**src/rtl/intr_rx_pkg.sv**
```systemverilog
// Shared types and constants for the interrupt-vector receiver.
// Latency: n/a (declarations only).
// Backpressure: n/a.
// Contents: FSM state enum/width, width-counter width, index-width helper.
package intr_rx_pkg;

  localparam int STATE_W = 2;

  typedef enum logic [STATE_W-1:0] {
    ST_IDLE   = 2'd0,
    ST_ACTIVE = 2'd1,
    ST_COMMIT = 2'd2
  } state_t;

  // Request width counter, saturating at its maximum value.
  localparam int CNT_W = 8;
  localparam logic [CNT_W-1:0] CNT_MAX = '1;

  // Index width for an N-source one-hot vector; never zero so a 1-source
  // build still has a legal bus.
  function automatic int idx_w(input int n);
    return (n > 1) ? $clog2(n) : 1;
  endfunction

endpackage

```
**src/rtl/intr_rx_fifo.sv**
```systemverilog
// Synchronous show-ahead FIFO: head data is valid whenever o_empty is low.
// Latency: a write into an empty FIFO is visible the following cycle.
// Backpressure: a write while full is accepted only if a read happens in the same cycle.
// Ports: clk, rst (sync, high), i_wr_vld/i_wr_dat write side,
//        i_rd_rdy pop request, o_rd_dat head, o_empty, o_full.
module intr_rx_fifo #(
  parameter int DEPTH = 4,
  parameter int WIDTH = 2
) (
  input  logic             clk,
  input  logic             rst,
  input  logic             i_wr_vld,
  input  logic [WIDTH-1:0] i_wr_dat,
  input  logic             i_rd_rdy,
  output logic [WIDTH-1:0] o_rd_dat,
  output logic             o_empty,
  output logic             o_full
);

  localparam int ADDR_W = $clog2(DEPTH);
  localparam logic [ADDR_W:0] PTR_ONE = (ADDR_W + 1)'(1);

  logic [WIDTH-1:0] r_mem [DEPTH];
  logic [ADDR_W:0]  r_wr_ptr;
  logic [ADDR_W:0]  r_rd_ptr;
  logic             w_push;
  logic             w_pop;

  // Pointers carry one extra wrap bit to tell full from empty.
  assign o_empty = (r_wr_ptr == r_rd_ptr);
  assign o_full  = (r_wr_ptr[ADDR_W] != r_rd_ptr[ADDR_W]) &&
                   (r_wr_ptr[ADDR_W-1:0] == r_rd_ptr[ADDR_W-1:0]);

  assign w_pop  = i_rd_rdy && !o_empty;
  assign w_push = i_wr_vld && (!o_full || w_pop);

  always_ff @(posedge clk) begin
    if (rst) begin
      r_wr_ptr <= '0;
      r_rd_ptr <= '0;
    end else begin
      if (w_push) r_wr_ptr <= r_wr_ptr + PTR_ONE;
      if (w_pop)  r_rd_ptr <= r_rd_ptr + PTR_ONE;
    end
  end

  always_ff @(posedge clk) begin
    if (w_push) r_mem[r_wr_ptr[ADDR_W-1:0]] <= i_wr_dat;
  end

  assign o_rd_dat = r_mem[r_rd_ptr[ADDR_W-1:0]];

endmodule

```
**src/rtl/priority_encoder.sv**
```systemverilog
// Priority encoder: binary index and isolated one-hot of the winning set bit.
// Latency: combinational.
// Backpressure: none.
// Ports: input_unencoded (vector), output_valid (any bit set),
//        output_encoded (winning index), output_unencoded (winning bit only).
module priority_encoder #(
  parameter int WIDTH             = 4,
  parameter bit LSB_HIGH_PRIORITY = 0,
  parameter int ENC_W             = (WIDTH > 1) ? $clog2(WIDTH) : 1
) (
  input  logic [WIDTH-1:0] input_unencoded,
  output logic             output_valid,
  output logic [ENC_W-1:0] output_encoded,
  output logic [WIDTH-1:0] output_unencoded
);

  always_comb begin
    output_valid   = |input_unencoded;
    output_encoded = '0;
    if (LSB_HIGH_PRIORITY) begin
      // Scan downward so the lowest set bit is the last (winning) assignment.
      for (int i = WIDTH - 1; i >= 0; i--) begin
        if (input_unencoded[i]) output_encoded = ENC_W'(i);
      end
    end else begin
      for (int i = 0; i < WIDTH; i++) begin
        if (input_unencoded[i]) output_encoded = ENC_W'(i);
      end
    end
    output_unencoded = output_valid ? (WIDTH'(1) << output_encoded) : '0;
  end

endmodule

```
**src/rtl/intr_vec_receiver.sv**
```systemverilog
// Interrupt-vector link receiver: validates one-hot request pulses, queues their indices.
// Latency: req high in cycle 0, low in cycle 1 -> COMMIT in cycle 2 -> event/pending in cycle 3.
// Backpressure: valid/ready on the event side; a legal request arriving at a full queue is dropped and flagged.
// Ports: clk, rst (sync, high); i_intr_vec_req/i_intr_num request link;
//        o_evt_valid/i_evt_ready/o_evt_index event queue head; o_pending per-source bits;
//        o_overflow/o_proto_err sticky flags cleared by i_err_clr; o_dup_count coalesce count.
// Build option: define INTR_RX_COALESCE_EN to drop duplicates of an already-pending source.
module intr_vec_receiver
  import intr_rx_pkg::*;
#(
  parameter  int PORTS          = 4,
  parameter  int FIFO_DEPTH     = 4,
  parameter  int MIN_REQ_CYCLES = 1,
  localparam int IDX_W          = idx_w(PORTS)
) (
  input  logic             clk,
  input  logic             rst,
  input  logic             i_intr_vec_req,
  input  logic [31:0]      i_intr_num,
  output logic             o_evt_valid,
  input  logic             i_evt_ready,
  output logic [IDX_W-1:0] o_evt_index,
  output logic [PORTS-1:0] o_pending,
  output logic             o_overflow,
  output logic             o_proto_err,
  input  logic             i_err_clr,
  output logic [7:0]       o_dup_count
);

  localparam logic [31:0] PORT_MASK =
    (PORTS >= 32) ? 32'hFFFF_FFFF : 32'((64'd1 << PORTS) - 64'd1);

  state_t           r_state;
  state_t           w_state_nxt;
  logic             r_req_d;
  logic [31:0]      r_latched;
  logic [CNT_W-1:0] r_cnt;
  logic             r_chg;

  logic             w_load;
  logic             w_track;
  logic             w_commit;

  // ---------------- FSM: state register ----------------
  always_ff @(posedge clk) begin
    if (rst) r_state <= ST_IDLE;
    else     r_state <= w_state_nxt;
  end

  // ---------------- FSM: next state ----------------
  always_comb begin
    w_state_nxt = r_state;
    case (r_state)
      ST_IDLE:   if (i_intr_vec_req && !r_req_d) w_state_nxt = ST_ACTIVE;
      ST_ACTIVE: if (!i_intr_vec_req)            w_state_nxt = ST_COMMIT;
      ST_COMMIT: w_state_nxt = i_intr_vec_req ? ST_ACTIVE : ST_IDLE;
      default:   w_state_nxt = ST_IDLE;
    endcase
  end

  // ---------------- FSM: outputs ----------------
  // COMMIT accepts a new request without needing a rising edge, so a pulse
  // that restarts exactly in the commit cycle is taken back-to-back.
  always_comb begin
    w_load   = 1'b0;
    w_track  = 1'b0;
    w_commit = 1'b0;
    case (r_state)
      ST_IDLE:   w_load = i_intr_vec_req && !r_req_d;
      ST_ACTIVE: w_track = i_intr_vec_req;
      ST_COMMIT: begin
        w_commit = 1'b1;
        w_load   = i_intr_vec_req;
      end
      default: ;
    endcase
  end

  // Request capture. r_req_d resets high so a strobe already asserted when
  // reset releases must fall before it can be seen as a new request.
  always_ff @(posedge clk) begin
    if (rst) begin
      r_req_d   <= 1'b1;
      r_latched <= '0;
      r_cnt     <= '0;
      r_chg     <= 1'b0;
    end else begin
      r_req_d <= i_intr_vec_req;
      if (w_load) begin
        r_latched <= i_intr_num;
        r_cnt     <= CNT_W'(1);
        r_chg     <= 1'b0;
      end else if (w_track) begin
        if (r_cnt != CNT_MAX)         r_cnt <= r_cnt + CNT_W'(1);
        if (i_intr_num != r_latched)  r_chg <= 1'b1;
      end
    end
  end

  // ---------------- Validation ----------------
  logic             w_enc_vld;
  logic [IDX_W-1:0] w_enc_idx;
  logic [PORTS-1:0] w_enc_unenc;
  logic             w_legal;

  priority_encoder #(
    .WIDTH             (PORTS),
    .LSB_HIGH_PRIORITY (1'b1),
    .ENC_W             (IDX_W)
  ) u_enc (
    .input_unencoded  (r_latched[PORTS-1:0]),
    .output_valid     (w_enc_vld),
    .output_encoded   (w_enc_idx),
    .output_unencoded (w_enc_unenc)
  );

  // One-hot iff the isolated lowest set bit is the whole vector.
  assign w_legal = w_enc_vld
                && (w_enc_unenc == r_latched[PORTS-1:0])
                && ((r_latched & ~PORT_MASK) == 32'd0)
                && !r_chg
                && (r_cnt >= CNT_W'(MIN_REQ_CYCLES));

  // ---------------- Event queue ----------------
  logic             w_empty;
  logic             w_full;
  logic [IDX_W-1:0] w_head;
  logic             w_pop;
  logic             w_dup;
  logic             w_wr_req;
  logic             w_wr;

  assign o_evt_valid = !w_empty;
  assign o_evt_index = o_evt_valid ? w_head : '0;
  assign w_pop       = o_evt_valid && i_evt_ready;

`ifdef INTR_RX_COALESCE_EN
  // A source already pending is folded in, unless its pending entry leaves
  // the queue this very cycle (then the new one must be queued to keep it).
  assign w_dup = o_pending[w_enc_idx] && !(w_pop && (w_head == w_enc_idx));
`else
  assign w_dup = 1'b0;
`endif

  assign w_wr_req = w_commit && w_legal && !w_dup;
  assign w_wr     = w_wr_req && (!w_full || w_pop);

  intr_rx_fifo #(
    .DEPTH (FIFO_DEPTH),
    .WIDTH (IDX_W)
  ) u_fifo (
    .clk      (clk),
    .rst      (rst),
    .i_wr_vld (w_wr),
    .i_wr_dat (w_enc_idx),
    .i_rd_rdy (w_pop),
    .o_rd_dat (w_head),
    .o_empty  (w_empty),
    .o_full   (w_full)
  );

  // ---------------- Pending bits ----------------
  logic [PORTS-1:0] r_pending;
  logic [PORTS-1:0] w_clr_mask;
  logic [PORTS-1:0] w_set_mask;

  assign w_clr_mask = w_pop ? (PORTS'(1) << w_head)    : '0;
  assign w_set_mask = w_wr  ? (PORTS'(1) << w_enc_idx) : '0;

  // Set applied after clear so a same-index write and pop leaves the bit set.
  always_ff @(posedge clk) begin
    if (rst) r_pending <= '0;
    else     r_pending <= (r_pending & ~w_clr_mask) | w_set_mask;
  end
  assign o_pending = r_pending;

  // ---------------- Sticky flags ----------------
  logic r_overflow;
  logic r_proto_err;
  logic w_ovf_set;
  logic w_perr_set;

  assign w_ovf_set  = w_wr_req && w_full && !w_pop;
  assign w_perr_set = w_commit && !w_legal;

  always_ff @(posedge clk) begin
    if (rst) begin
      r_overflow  <= 1'b0;
      r_proto_err <= 1'b0;
    end else begin
      if (w_ovf_set)      r_overflow  <= 1'b1;
      else if (i_err_clr) r_overflow  <= 1'b0;
      if (w_perr_set)     r_proto_err <= 1'b1;
      else if (i_err_clr) r_proto_err <= 1'b0;
    end
  end
  assign o_overflow  = r_overflow;
  assign o_proto_err = r_proto_err;

  // ---------------- Duplicate counter ----------------
`ifdef INTR_RX_COALESCE_EN
  logic [7:0] r_dup_count;
  logic       w_dup_inc;

  assign w_dup_inc = w_commit && w_legal && w_dup;

  // A duplicate coinciding with a clear counts as the first after the clear.
  always_ff @(posedge clk) begin
    if (rst) begin
      r_dup_count <= '0;
    end else if (w_dup_inc) begin
      if (i_err_clr)                 r_dup_count <= 8'd1;
      else if (r_dup_count != 8'hFF) r_dup_count <= r_dup_count + 8'd1;
    end else if (i_err_clr) begin
      r_dup_count <= '0;
    end
  end
  assign o_dup_count = r_dup_count;
`else
  assign o_dup_count = 8'd0;
`endif

endmodule

```
**config.mk**
```make
export PLATFORM = sky130hd
export DESIGN_NAME = intr_vec_receiver
export DESIGN_NICKNAME = d
export VERILOG_FILES = /design/src/rtl/intr_rx_pkg.sv /design/src/rtl/intr_rx_fifo.sv /design/src/rtl/priority_encoder.sv /design/src/rtl/intr_vec_receiver.sv
export SDC_FILE = /design/constraint.sdc
export NUM_CORES = 1
export LEC_CHECK = 0
export ABC_CLOCK_PERIOD_IN_PS = 5800
export CAP_MARGIN = 20
export CORE_MARGIN = 8
export CORE_UTILIZATION = 45
export DETAILED_ROUTE_END_ITERATION = 8
export GPL_ROUTABILITY_DRIVEN = 0
export PLACE_DENSITY_LB_ADDON = 0.1
export SYNTH_ARGS = -nofsm -noshare
export SYNTH_HDL_FRONTEND = slang
export SYNTH_HIERARCHICAL = 1
export SYNTH_SLANG_ARGS = --single-unit
```
**constraint.sdc**
```tcl
create_clock -name clk -period 5.8 [get_ports clk]
set_clock_uncertainty 0.2 [all_clocks]
set_input_delay 0.58 -clock clk [delete_from_list [all_inputs] [get_ports clk]]
set_output_delay 0.58 -clock clk [all_outputs]
set_load 0.02 [all_outputs]
```
Yosys cells after proc, flatten, opt, wreduce, memory -nomap -nowiden
Memory sizes are Yosys's and may differ from the RTL's. A register that Yosys moved wholly into a read port is not among the register bits.
Index checks and enable logic that the tools add are counted.
{"block": "totals", "reg_bits": 56, "ramBits": 8, "mem_count": 1}
{"name": "u_fifo.r_mem", "words": 4, "word_bits": 2, "read_ports": 1, "rd_ports_with_merged_regs": 1, "wr": 1, "line": "intr_rx_fifo.sv:23", "rtl": "logic [WIDTH-1:0] r_mem [DEPTH];"}
{"block": "op_classes", "n_addsub": 3, "order_cmp": 1, "eq_ne": 10, "n_shift": 2, "muxes": 25, "bitwise": 3, "n_reduce_logical": 34}
{"operator": "$logic_not 32->1", "n": 1}
{"operator": "$ne 32x32->1", "n": 1}
{"operator": "$mux 2", "n": 9}
{"operator": "$logic_and 1x1->1", "n": 14}
{"operator": "$mux 4", "n": 3}
{"operator": "$mux 1", "n": 11}
{"operator": "$add 8x1->8 const B", "n": 1}
{"operator": "$ge 8x1->1 const B", "n": 1}
{"operator": "$ne 8x8->1 const B", "n": 1}
{"operator": "$reduce_and 2->1", "n": 4}
{"operator": "$reduce_bool 2->1", "n": 4}
{"operator": "$shl 1x2->4 const A", "n": 2}
{"operator": "$add 3x1->3 const B", "n": 2}
{"operator": "$logic_not 1->1", "n": 6}
{"operator": "$pmux 2 s3", "n": 1}
{"operator": "$and 4x4->4", "n": 1}
{"operator": "$eq 4x4->1", "n": 1}
{"operator": "$ne 2x2->1 const B", "n": 2}
{"operator": "$not 4->4", "n": 1}
{"operator": "$or 4x4->4", "n": 1}
{"operator": "$reduce_or 4->1", "n": 1}
{"operator": "$eq 3x3->1", "n": 1}
{"operator": "$eq 2x1->1 const B", "n": 1}
{"operator": "$eq 2x2->1", "n": 1}
{"operator": "other kinds (6)", "n": 7}

Logic depth before layout (Yosys ltp)
Gate-level depths: netlist of run 1.
{"block": "depth", "ltp_word": 16, "depth_mapped": 9}

By module
The synthesis of run 1 kept the hierarchy.
{"module": "intr_vec_receiver", "n_inst": 1, "cells_per_inst": 302, "area_each_um2": 2479.9, "seq_area_each_um2": 1001.0}
{"module": "intr_rx_fifo", "n_inst": 1, "cells_per_inst": 65, "area_each_um2": 834.6, "seq_area_each_um2": 400.4}
{"module": "priority_encoder", "n_inst": 1, "cells_per_inst": 11, "area_each_um2": 50.0, "seq_area_each_um2": 0.0}

Worst setup path after synthesis of run 1
OpenSTA, ideal clock, no wires.
{"block": "synth_path", "path_kind": "reg-to-reg", "start": "register r_latched[0]", "end": "memory u_fifo.r_mem[0][0] (enable)", "arrival_time_ps": 1991, "setup_slack_ps": 3311, "path_stages_with_launch": 10, "n_path_buf": 0, "period_less_slack_ps": 2489, "cell_sequence": "dfxtp_1 nor2_1 nand2_1 nor4b_2 nand4_1 a2111oi_4 and3_1 inv_1 a41oi_2 and2_1"}
{"item": "start, declared", "line": "intr_vec_receiver.sv:36", "rtl": "logic [31:0] r_latched;"}
{"item": "start signal, assigned", "line": "intr_vec_receiver.sv:90", "rtl": "r_latched <= i_intr_num;"}
{"item": "$reduce_or 4->1 *", "line": "priority_encoder.sv:18", "rtl": "output_valid = |input_unencoded;"}
{"item": "named net w_enc_vld", "line": "intr_vec_receiver.sv:101", "rtl": "logic w_enc_vld;"}
{"item": "$mux 4", "line": "priority_encoder.sv:30", "rtl": "output_unencoded = output_valid ? (WIDTH'(1) << output_encoded) : '0;"}
{"item": "$eq 4x4->1", "line": "intr_vec_receiver.sv:119", "rtl": "&& (w_enc_unenc == r_latched[PORTS-1:0])"}
{"item": "$logic_and 1x1->1 *", "line": "intr_vec_receiver.sv:119"}
{"item": "$logic_and 1x1->1 *", "line": "intr_vec_receiver.sv:120", "rtl": "&& ((r_latched & ~PORT_MASK) == 32'd0)"}
{"item": "$logic_and 1x1->1 *", "line": "intr_vec_receiver.sv:121", "rtl": "&& !r_chg"}
{"item": "$logic_and 1x1->1 *", "line": "intr_vec_receiver.sv:122", "rtl": "&& (r_cnt >= CNT_W'(MIN_REQ_CYCLES));"}
{"item": "$logic_and 1x1->1 *", "line": "intr_vec_receiver.sv:145", "rtl": "assign w_wr_req = w_commit && w_legal && !w_dup;"}
{"item": "$logic_and 1x1->1 *", "line": "intr_vec_receiver.sv:146", "rtl": "assign w_wr = w_wr_req && (!w_full || w_pop);"}
{"item": "named net w_wr", "line": "intr_vec_receiver.sv:131", "rtl": "logic w_wr;"}
{"item": "$logic_and 1x1->1 *", "line": "intr_rx_fifo.sv:35", "rtl": "assign w_push = i_wr_vld && (!o_full || w_pop);"}
{"item": "$mux 1 *", "line": "intr_rx_fifo.sv:48", "rtl": "if (w_push) r_mem[r_wr_ptr[ADDR_W-1:0]] <= i_wr_dat;"}
{"item": "$mux 1 (not written as such) *", "line": "intr_rx_fifo.sv:48"}
{"item": "end, declared", "line": "intr_rx_fifo.sv:23"}
The timed path passes the listed nets; every way through them passes the cells marked *.

Worst setup path after layout of run 1
{"block": "layout_path", "start": "register r_latched[0]", "end": "memory u_fifo.r_mem[1][0] (enable)"}
Same word-level chain as after synthesis.

==> results of run 1 <==
-- flip-flops by register name, summed over array words and instances, names as in the netlist, 2 cells and up, named ones only --
signal / flops
o_pending: 4
r_cnt: 8
r_latched: 32
r_state: 2
u_fifo/r_mem: 8
u_fifo/r_rd_ptr: 3
u_fifo/r_wr_ptr: 3
-- report_power, final --
part	internal, mW	switching [mW]
clock network	0.166	0.163
registers	0.473	0.0122
logic	0.0564	0.0655
-- layer usage --
| metal | vias up | part of all wire, % | GRT usage, % |
|---|---|---|---|
| li1 | 1358 | - | - |
| met1 | 1210 | 45 | 18.9 |
| met2 | 61 | 47 | 23.0 |
| met3 | 9 | 6.4 | 5.18 |
| met4 | 0 | 1.2 | 5.30 |
| met5 | - | 0 | 0 |
-- cell usage in the layout, fill, tap and decap left out, types with 5 or more instances in the layout --
cell type and instances:
a21oi_1 39, clkbuf_1 5, clkbuf_8 10, clkdlybuf4s50_1 45
conb_1 8, dfxtp_1 58, edfxtp_1 8, ha_1 8
inv_1 12, nand2_1 74, nand2b_1 12, nand4_1 8
nor2_1 19, nor2b_1 6, nor4_1 12, xnor2_1 8
xor2_1 34
-- worst paths after layout --
path	start	to	slack (ns)	cells past startpoint
min	r_state[1]$_SDFFE_PP0P_	r_state[1]$_SDFFE_PP0P_	0.25	1
max reg2reg	r_latched[0]$_SDFFE_PP0P_	u_fifo/r_mem[1][0]$_DFFE_PP_	2.97	9
min reg2reg	r_state[1]$_SDFFE_PP0P_	r_state[1]$_SDFFE_PP0P_	0.25	1
max	r_latched[0]$_SDFFE_PP0P_	u_fifo/r_mem[1][0]$_DFFE_PP_	2.97	9
-- through the flow --
| stage | hold slack, ns | instance area (µm²) | util (%) |
|---|---|---|---|
| floorplan | 0.215 | 3390 | - |
| detailed placement | 0.250 | 3870 | 53.4 |
| finish | 0.249 | 4030 | 55.6 |
| global placement | 0.240 | 3870 | 53.4 |
| CTS | 0.262 | 4030 | 55.6 |
| global route | 0.285 | 4030 | 55.6 |
-- area by class of cell --
cell class / instances / area share, %
well taps: 99 / 3.07
clock buffers: 15 / 3.88
flip-flops and latches: 66 / 34.8
multi-input cells: 285 / 45.4
repair buffers: 48 / 11.7
inverters: 12 / 1.12
-- kinds of logic after synthesis --
family                     Yosys count  synth area share [%]
other                                1                 0.111
muxes                                9                  3.68
DFF                                 66                  41.7
AOI/OAI and AO/OA                   56                  10.6
adders and majority gates            8                  2.98
buffers and inverters               34                  4.69
xor gates and xnor gates            45                  12.4
and+or+nand+nor                    159                  23.9
==> flow_metrics.env, run 1 <==
export IMPL_hold_violations=0
export IMPL_critical_path_class="register to register"
export IMPL_row_count=31
export IMPL_crit_path_cell_trace="nor2_1 > nand2_1 > nor4b_2 > nand4_1 > a2111oi_4 > and3_1 > inv_1 > a41oi_2 > and2_1"
export IMPL_report_final_setup_viol=0
export IMPL_wl_per_cell_um=14.1
export IMPL_worst_slew_pin_transition_ns=0.868
export IMPL_detail_route_drc_violations=0
export IMPL_max_cap_viol_count=0
export IMPL_synth_cell_type_count=48
export IMPL_cts_htree_levels=3
export IMPL_layout_worst_path_cycle_share_pct=48.9
export IMPL_postRouteAntennaNets=0
export IMPL_critical_path_n_buffers_inverters=1
export IMPL_setup_slack_ns=2.97
export IMPL_cts_root_buffer_cell="clkbuf_8"
export IMPL_cts_buffers=9
export IMPL_ys_seq_elements=66
export IMPL_synth_top_cells_by_count="nand2_1, dfxtp_1, a21oi_1"
export IMPL_numPlacedInstances=510
export IMPL_timing_fmax_mhz=353
export IMPL_portBuffers=45
export IMPL_layout_nets=467
export IMPL_insertion_delay_ns=0.34
export IMPL_drive_above_1_share_pct=6.81
export IMPL_ir_drop_v=0.000111
export IMPL_synth_avg_cell_area_um2=8.90
export IMPL_cts_sink_count=66
export IMPL_netlist_top_cell_by_area="dfxtp_1"
export IMPL_pre_cts_slack_ns=2.96
export IMPL_multiInputGateArea_um2=1830
export IMPL_initialDrtViolationCount=135
export IMPL_slew_viol_final=0
export IMPL_post_synth_inst_count=378
export IMPL_grt_antenna_before_repair=0
export IMPL_hpwlAfterDp_um=5390
export IMPL_post_cts_setup_buffer_count=0
export IMPL_timing_critical_path_slowest_cell_delay_ns=0.52
export IMPL_yosys_warnings=6
export IMPL_synth_most_common_cell="nand2_1"
export IMPL_worstPathArrival_ns=2.68
export IMPL_critical_path_endpoint_category="register"
export IMPL_ys_dominant_reg_cell="dfxtp_1"
export IMPL_die_height_um=102
export IMPL_setup_tns_final_ns=0
export IMPL_area_of_the_mapped_netlist_um2=3360
export IMPL_worstPathRequired_ns=5.65
export IMPL_vias=2638
export IMPL_routed_wirelength_um=7380
export IMPL_run_status="completed"
export IMPL_total_power_mw=0.936
export IMPL_grt_setup_unrepaired="no"
export IMPL_synth_edff_count=8
export IMPL_global_route_overflow_total=0
export IMPL_cts_root_to_sink_buffers=2
export IMPL_worst_setup_hold_path_clk_slew_ns=0.07
export IMPL_cellPowerDensity_nw_per_um2=232
export IMPL_critical_path_slowest_cell="dfxtp_1"
export IMPL_synthTopCellsByArea="dfxtp_1, xor2_1, nand2_1"
export IMPL_worstPathMaxFanout=9
export IMPL_io_pins=54
export IMPL_ff_latch_area_um2=1400
export IMPL_dieArea_um2=10500
export IMPL_globalRouteTotalUtil_pct=15.0
export IMPL_cpLargestDelayFamily="simple AND/OR/NAND/NOR gates"
export IMPL_die_width_um=102
export IMPL_num_antenna_cells=0
export IMPL_synth_seq_area_share_pct=41.7
export IMPL_crit_path_start_kind="register"
export IMPL_first_pass_iters=4
export IMPL_fillerInstances=672
export IMPL_cts_hold_buffers_added=0
export IMPL_cts_resized=0
export IMPL_initial_utilization_pct=46.4
export IMPL_area_growth_synth_to_final_pct=19.8
export IMPL_timing_final_crit_period_ns=2.83
export IMPL_stdcell_count=525
export IMPL_tritoncts="built"
export IMPL_slew_headroom_pct=41.7
export IMPL_via_per_inst=5.02
export IMPL_p_leak_nw=1.50
export IMPL_largest_net_degree_at_the_start_of_global_routing=38
export IMPL_synth_largest_type_area_fraction_pct=34.5
export IMPL_grt_pass1_vias=2530
export IMPL_grt_pass1_wl_um=12100
export IMPL_hold_path_class="register to register"
export IMPL_asyncSetResetFlopFracSynth_pct=0
export IMPL_core_um2=7250
No activity file was read; power rests on OpenSTA's default activity.
==> run 2, diff against run 1 <==
Settings changed: ABC_CLOCK_PERIOD_IN_PS 5800 to 2550.
Clock period 5.8 ns to 2.55 ns, I/O delays scaled along.
==> run 2 against run 1 <==
Effect of this change:
- critical path depth unchanged
- combinational power rose to 2.5 times the previous value
- clock-buffer cell count decreased by 2
- power increased to 2.5 times the previous value
- non-clock buffer count rose by 18
- first-iteration DRC count is 11% lower
- fmax is 13% higher
- register-to-register slack worse by 2.9 ns
- utilization up 3.6 points
- largest power group unchanged
==> flow_metrics.env, run 2 (synthesis results as in run 1) <==
export IMPL_power_switching_fraction_pct=24.7
export IMPL_portBuffers=45
export IMPL_run_status="completed"
export IMPL_p_int_mw=1.78
export IMPL_hold_path_class="register to register"
export IMPL_crit_path_start_kind="register"
export IMPL_largest_register_ffs=32
export IMPL_timing_rr_start="r_latched[2]$_SDFFE_PP0P_"
export IMPL_report_final_setup_viol=0
export IMPL_total_power_mw=2.37
export IMPL_timing_fmax_mhz=400
export IMPL_wl_met2_um=3570
export IMPL_dieArea_um2=10500
export IMPL_slew_viol_final=0
export IMPL_largest_register="r_latched"
export IMPL_slew_headroom_pct=54.0
export IMPL_hpwlAfterDp_um=5620
export IMPL_layout_nets=485
export IMPL_critical_path_class="register to register"
export IMPL_area_growth_synth_to_final_pct=27.6
export IMPL_grt_pass1_vias=2675
export IMPL_highest_signal_layer="met4"
export IMPL_hold_path_endpoint="r_state[1]$_SDFFE_PP0P_"
export IMPL_row_count=31
export IMPL_die_height_um=102
export IMPL_globalRouteTotalUtil_pct=14.9
export IMPL_die_width_um=102
export IMPL_tritoncts="built"
export IMPL_core_um2=7250
export IMPL_cts_sink_count=66
export IMPL_cts_buffers=9
export IMPL_grt_setup_unrepaired="yes"
export IMPL_grt_antenna_before_repair=0
export IMPL_via_per_inst=5.05
export IMPL_cts_htree_levels=3
export IMPL_min_from="r_state[1]$_SDFFE_PP0P_"
export IMPL_cts_root_buffer_cell="clkbuf_8"
export IMPL_setup_slack_ns=0.0525
export IMPL_layout_worst_path_cycle_share_pct=97.9
export IMPL_initialDrtViolationCount=120
export IMPL_worst_setup_hold_path_clk_slew_ns=0.07
export IMPL_io_pins=54
export IMPL_final_common_cell="nand2_1"
export IMPL_met1_length_um=3630
export IMPL_hold_depth=1
export IMPL_number_of_cells_on_the_worst_reg_to_reg_path=9
export IMPL_critical_path_endpoint_category="register"
export IMPL_ir_drop_v=0.000332
export IMPL_postRouteAntennaNets=0
export IMPL_worst_slew_pin_transition_ns=0.681
export IMPL_insertion_delay_ns=0.34
export IMPL_worstPathRequired_ns=2.40
export IMPL_hold_violations=0
export IMPL_combinationalPowerShare_pct=13.0
export IMPL_first_pass_iters=5
export IMPL_grt_pass1_wl_um=12200
export IMPL_pre_cts_slack_ns=-0.0148
export IMPL_detail_route_drc_violations=0
export IMPL_drive_above_1_share_pct=14.6
export IMPL_cts_root_to_sink_buffers=2
export IMPL_r2r_end="u_fifo/r_mem[0][0]$_DFFE_PP_"
export IMPL_largest_net_degree_at_the_start_of_global_routing=34
export IMPL_worstPathMaxFanout=5
export IMPL_routed_wirelength_um=7540
export IMPL_p_leak_nw=1.64
export IMPL_cellPowerDensity_nw_per_um2=552
export IMPL_routed_wl_met3_um=239
export IMPL_power_frac_clock_pct=40.5
export IMPL_worst_r2r_setup_slack_ns=0.05
export IMPL_initial_utilization_pct=46.4
export IMPL_wl_per_cell_um=13.9
export IMPL_p_seq_share_pct=46.6
export IMPL_max_cap_viol_count=0
export IMPL_layout_common_cells="nand2_1, dfxtp_1, clkdlybuf4s50_1, a21oi_1, xor2_1"
export IMPL_vias=2746
export IMPL_worstPathArrival_ns=2.35
export IMPL_power_net_switching_mw=0.586
export IMPL_global_route_overflow_total=0
export IMPL_timing_final_crit_period_ns=2.50
export IMPL_fillerInstances=658
export IMPL_num_antenna_cells=0
[run 2: per-stage QoR]
stage / hold WS, ns / instance area (µm²) / setup TNS (ns) / utilization, % / instances
finish: 0.263 / 4290 / 0 / 59.2 / 544
global route: 0.294 / 4290 / -0.581 / 59.2 / 544
CTS: 0.265 / 4240 / 0 / 58.4 / 542
detailed placement: 0.255 / 4000 / -0.0376 / 55.1 / 526
global placement: 0.232 / 4000 / 0 / 55.1 / 526
floorplan: 0.175 / 3390 / 0 / - / 385
[run 2: what timing repair did]
action	4_1_cts	5_1_grt
gates resized for setup	4	10
buffers inserted	0	2
endpoints found under the setup margin	6	11
pin swaps	0	10
gates cloned	0	0
hold buffers	0	0
[run 2: per-layer routing]
metal	global-route usage (%)	vias to the layer above
li1	-	1402
met2	23.8	44
met1	19.1	1291
met5	0	-
met4	6.55	0
met3	2.52	9
[run 2: worst max-delay path: stages, from the launching register on]
cell and delay [ns]:
dfxtp_2 0.34, nand2b_4 0.15, nor3_4 0.19, xnor2_1 0.14
nand4_1 0.14, a2111oi_4 0.31, and3_4 0.25, inv_2 0.05
a41oi_4 0.25, and2_4 0.20
[run 2: area by class of cell]
cell class	count	area, µm²	area share, %
clock buffer	13	179	4.17
clock inverter	3	43.8	1.02
inverter	12	45.0	1.05
multi-input combinational	285	1890	44.0
sequential	66	1410	32.7
tap	99	124	2.89
timing repair buffer	66	608	14.2
[run 2: worst max-delay path by stage]
stage	startpoint	end	slack, ns
after floorplan	r_latched[0]$_SDFFE_PP0P_	u_fifo/r_mem[0][0]$_DFFE_PP_	0.06
after global placement	r_latched[2]$_SDFFE_PP0P_	u_fifo/r_mem[1][0]$_DFFE_PP_	0.02
after detailed placement	r_latched[2]$_SDFFE_PP0P_	u_fifo/r_mem[1][0]$_DFFE_PP_	-0.01
after CTS	r_latched[2]$_SDFFE_PP0P_	u_fifo/r_mem[2][0]$_DFFE_PP_	0.01
after global routing	r_latched[1]$_SDFFE_PP0P_	u_fifo/r_mem[2][1]$_DFFE_PP_	-0.1
final	r_latched[2]$_SDFFE_PP0P_	u_fifo/r_mem[0][0]$_DFFE_PP_	0.05
[run 2: power groups by stage]
stage	Clock, mW	Sequential (mW)	Combinational, mW
2_1_floorplan	0	1.12	0.173
3_3_place_gp	0	1.12	0.293
3_5_place_dp	0	1.12	0.296
4_1_cts	0.984	1.10	0.299
5_1_grt	1.03	1.11	0.336
6_report	0.959	1.10	0.307
==> run 3, diff against run 2 <==
Settings changed: CORE_UTILIZATION 45 to 48.
==> run 3 against run 2 <==
Effect of this change:
- routed wire length rose by 3.2%
- sequential share of layout area is 0.37 points lower
- clock-buffer cell count shrank 1
- first-iteration DRC count rose by 28%
- hold slack worse by 0.0019 ns
- register-to-register slack is essentially flat
- fmax hardly changed
- non-clock buffer count increased by 4
- worst setup slack lost 0.00076 ns
- power is 3.4% higher
- critical path type unchanged
==> flow_metrics.env, run 3 (synthesis results as in run 1) <==
export IMPL_ir_drop_v=0.000253
export IMPL_insertion_delay_ns=0.34
export IMPL_p_leak_nw=1.68
export IMPL_core_um2=6790
export IMPL_max_cap_viol_count=0
export IMPL_cellPowerDensity_nw_per_um2=561
export IMPL_die_width_um=99.7
export IMPL_routed_wirelength_um=7790
export IMPL_portBuffers=45
export IMPL_globalRouteTotalUtil_pct=16.1
export IMPL_cts_sink_count=66
export IMPL_global_route_overflow_total=0
export IMPL_grt_pass1_wl_um=12800
export IMPL_run_status="completed"
export IMPL_total_power_mw=2.45
export IMPL_dieArea_um2=9940
export IMPL_hpwlAfterDp_um=5710
export IMPL_grt_setup_unrepaired="yes"
export IMPL_io_pins=54
export IMPL_hold_path_endpoint="r_state[1]$_SDFFE_PP0P_"
export IMPL_pre_cts_slack_ns=-0.0298
export IMPL_wl_per_cell_um=14.3
export IMPL_cts_root_to_sink_buffers=2
export IMPL_area_growth_synth_to_final_pct=29.8
export IMPL_first_pass_iters=4
export IMPL_initial_utilization_pct=49.5
export IMPL_critical_path_slowest_cell="a2111oi_4"
export IMPL_worstPathMaxFanout=5
export IMPL_via_per_inst=5.04
export IMPL_worst_slew_pin_transition_ns=0.647
export IMPL_critical_path_endpoint_category="register"
export IMPL_layout_nets=489
export IMPL_postRouteAntennaNets=0
export IMPL_setup_slack_ns=0.0517
export IMPL_hold_depth=1
export IMPL_drive_above_1_share_pct=16.7
export IMPL_report_final_setup_viol=0
export IMPL_final_common_cell="nand2_1"
export IMPL_vias=2747
export IMPL_layout_common_cells="nand2_1, dfxtp_1, clkdlybuf4s50_1, a21oi_1, xor2_1"
export IMPL_grt_antenna_before_repair=0
export IMPL_worst_r2r_setup_slack_ns=0.05
export IMPL_cts_hold_buffers_added=0
export IMPL_num_antenna_cells=0
export IMPL_timing_rr_start="r_latched[19]$_SDFFE_PP0P_"
export IMPL_row_count=30
export IMPL_r2r_end="u_fifo/r_mem[2][0]$_DFFE_PP_"
export IMPL_timing_fmax_mhz=400
export IMPL_die_height_um=99.7
export IMPL_cts_buffers=9
export IMPL_worstPathArrival_ns=2.36
export IMPL_largest_register_ffs=32
export IMPL_largest_net_degree_at_the_start_of_global_routing=34
export IMPL_hold_violations=0
export IMPL_slew_viol_final=0
export IMPL_detail_route_drc_violations=0
export IMPL_cts_root_buffer_cell="clkbuf_8"
export IMPL_worstPathRequired_ns=2.41
export IMPL_cts_htree_levels=3
export IMPL_largest_register="r_latched"
export IMPL_number_of_cells_on_the_worst_reg_to_reg_path=7
export IMPL_crit_path_cell_trace="nor4_4 > nand4_1 > a2111oi_4 > and3_4 > inv_2 > a41oi_4 > and2_4"
export IMPL_min_from="r_state[1]$_SDFFE_PP0P_"
export IMPL_worst_setup_hold_path_clk_slew_ns=0.08
export IMPL_slew_headroom_pct=56.8
export IMPL_grt_pass1_vias=2693
export IMPL_timing_final_crit_period_ns=2.50
export IMPL_crit_path_start_kind="register"
export IMPL_critical_path_class="register to register"
export IMPL_timing_critical_path_slowest_cell_delay_ns=0.39
export IMPL_tritoncts="built"
export IMPL_hold_path_class="register to register"
export IMPL_setup_tns_final_ns=0
export IMPL_layout_worst_path_cycle_share_pct=98.0
export IMPL_initialDrtViolationCount=154
[run 3: cell type report]
class                           count  area (µm²)
Clock buffer                       12         165
Clock inverter                      4        71.3
Fill cell                         589        2430
Inverter                           12        45.0
Multi-Input combinational cell    285        1900
Sequential cell                    66        1410
Tap cell                           96         120
Timing Repair Buffer               70         651
[run 3: through the flow]
step	hold WS, ns	instances	cell area [µm²]	util, %
final	0.261	545	4370	64.3
after global routing	0.288	545	4370	64.3
after CTS	0.267	542	4280	63.0
after detailed placement	0.253	526	4030	59.3
after global placement	0.244	526	4030	59.3
after floorplan	0.175	385	3390	-
[run 3: per-layer routing]
layer,global-route usage [%],share of wire (%)
met1,20.0,45
met2,25.8,48
met3,3.84,5.2
met4,6.75,1.5
met5,0,0
[run 3: repair_timing]
item,4_1_cts,5_1_grt
endpoints found under the setup margin,7,10
setup buffers,0,3
pin swaps,1,13
resized for setup,5,17
[run 3: worst max path at each step]
stage               slack (ns)                            to                  startpoint  cells after the start
floorplan                 0.06  u_fifo/r_mem[0][0]$_DFFE_PP_   r_latched[0]$_SDFFE_PP0P_                      9
global placement         0.009  u_fifo/r_mem[2][0]$_DFFE_PP_   r_latched[2]$_SDFFE_PP0P_                      9
global route             -0.06  u_fifo/r_mem[0][0]$_DFFE_PP_   r_latched[2]$_SDFFE_PP0P_                      9
detailed placement       -0.03  u_fifo/r_mem[2][1]$_DFFE_PP_   r_latched[1]$_SDFFE_PP0P_                      9
CTS                    -0.0004  u_fifo/r_mem[2][0]$_DFFE_PP_   r_latched[2]$_SDFFE_PP0P_                      9
finish                    0.05  u_fifo/r_mem[2][0]$_DFFE_PP_  r_latched[19]$_SDFFE_PP0P_                      7
[run 3: power breakdown]
| part | internal (mW) | switching (mW) | total (mW) |
|---|---|---|---|
| registers | 1.08 | 0.0295 | 1.10 |
| logic | 0.154 | 0.158 | 0.312 |
| clock network | 0.630 | 0.403 | 1.03 |
| total | 1.86 | 0.590 | 2.45 |
[run 3: critical path: cells and delay by family, from the launching register on]
family | cells | cell delay [ns]
AOI/OAI and AO/OA | 2 | 0.63
buffers and inverters | 1 | 0.04
DFF | 1 | 0.36
and+or+nand+nor | 4 | 0.98
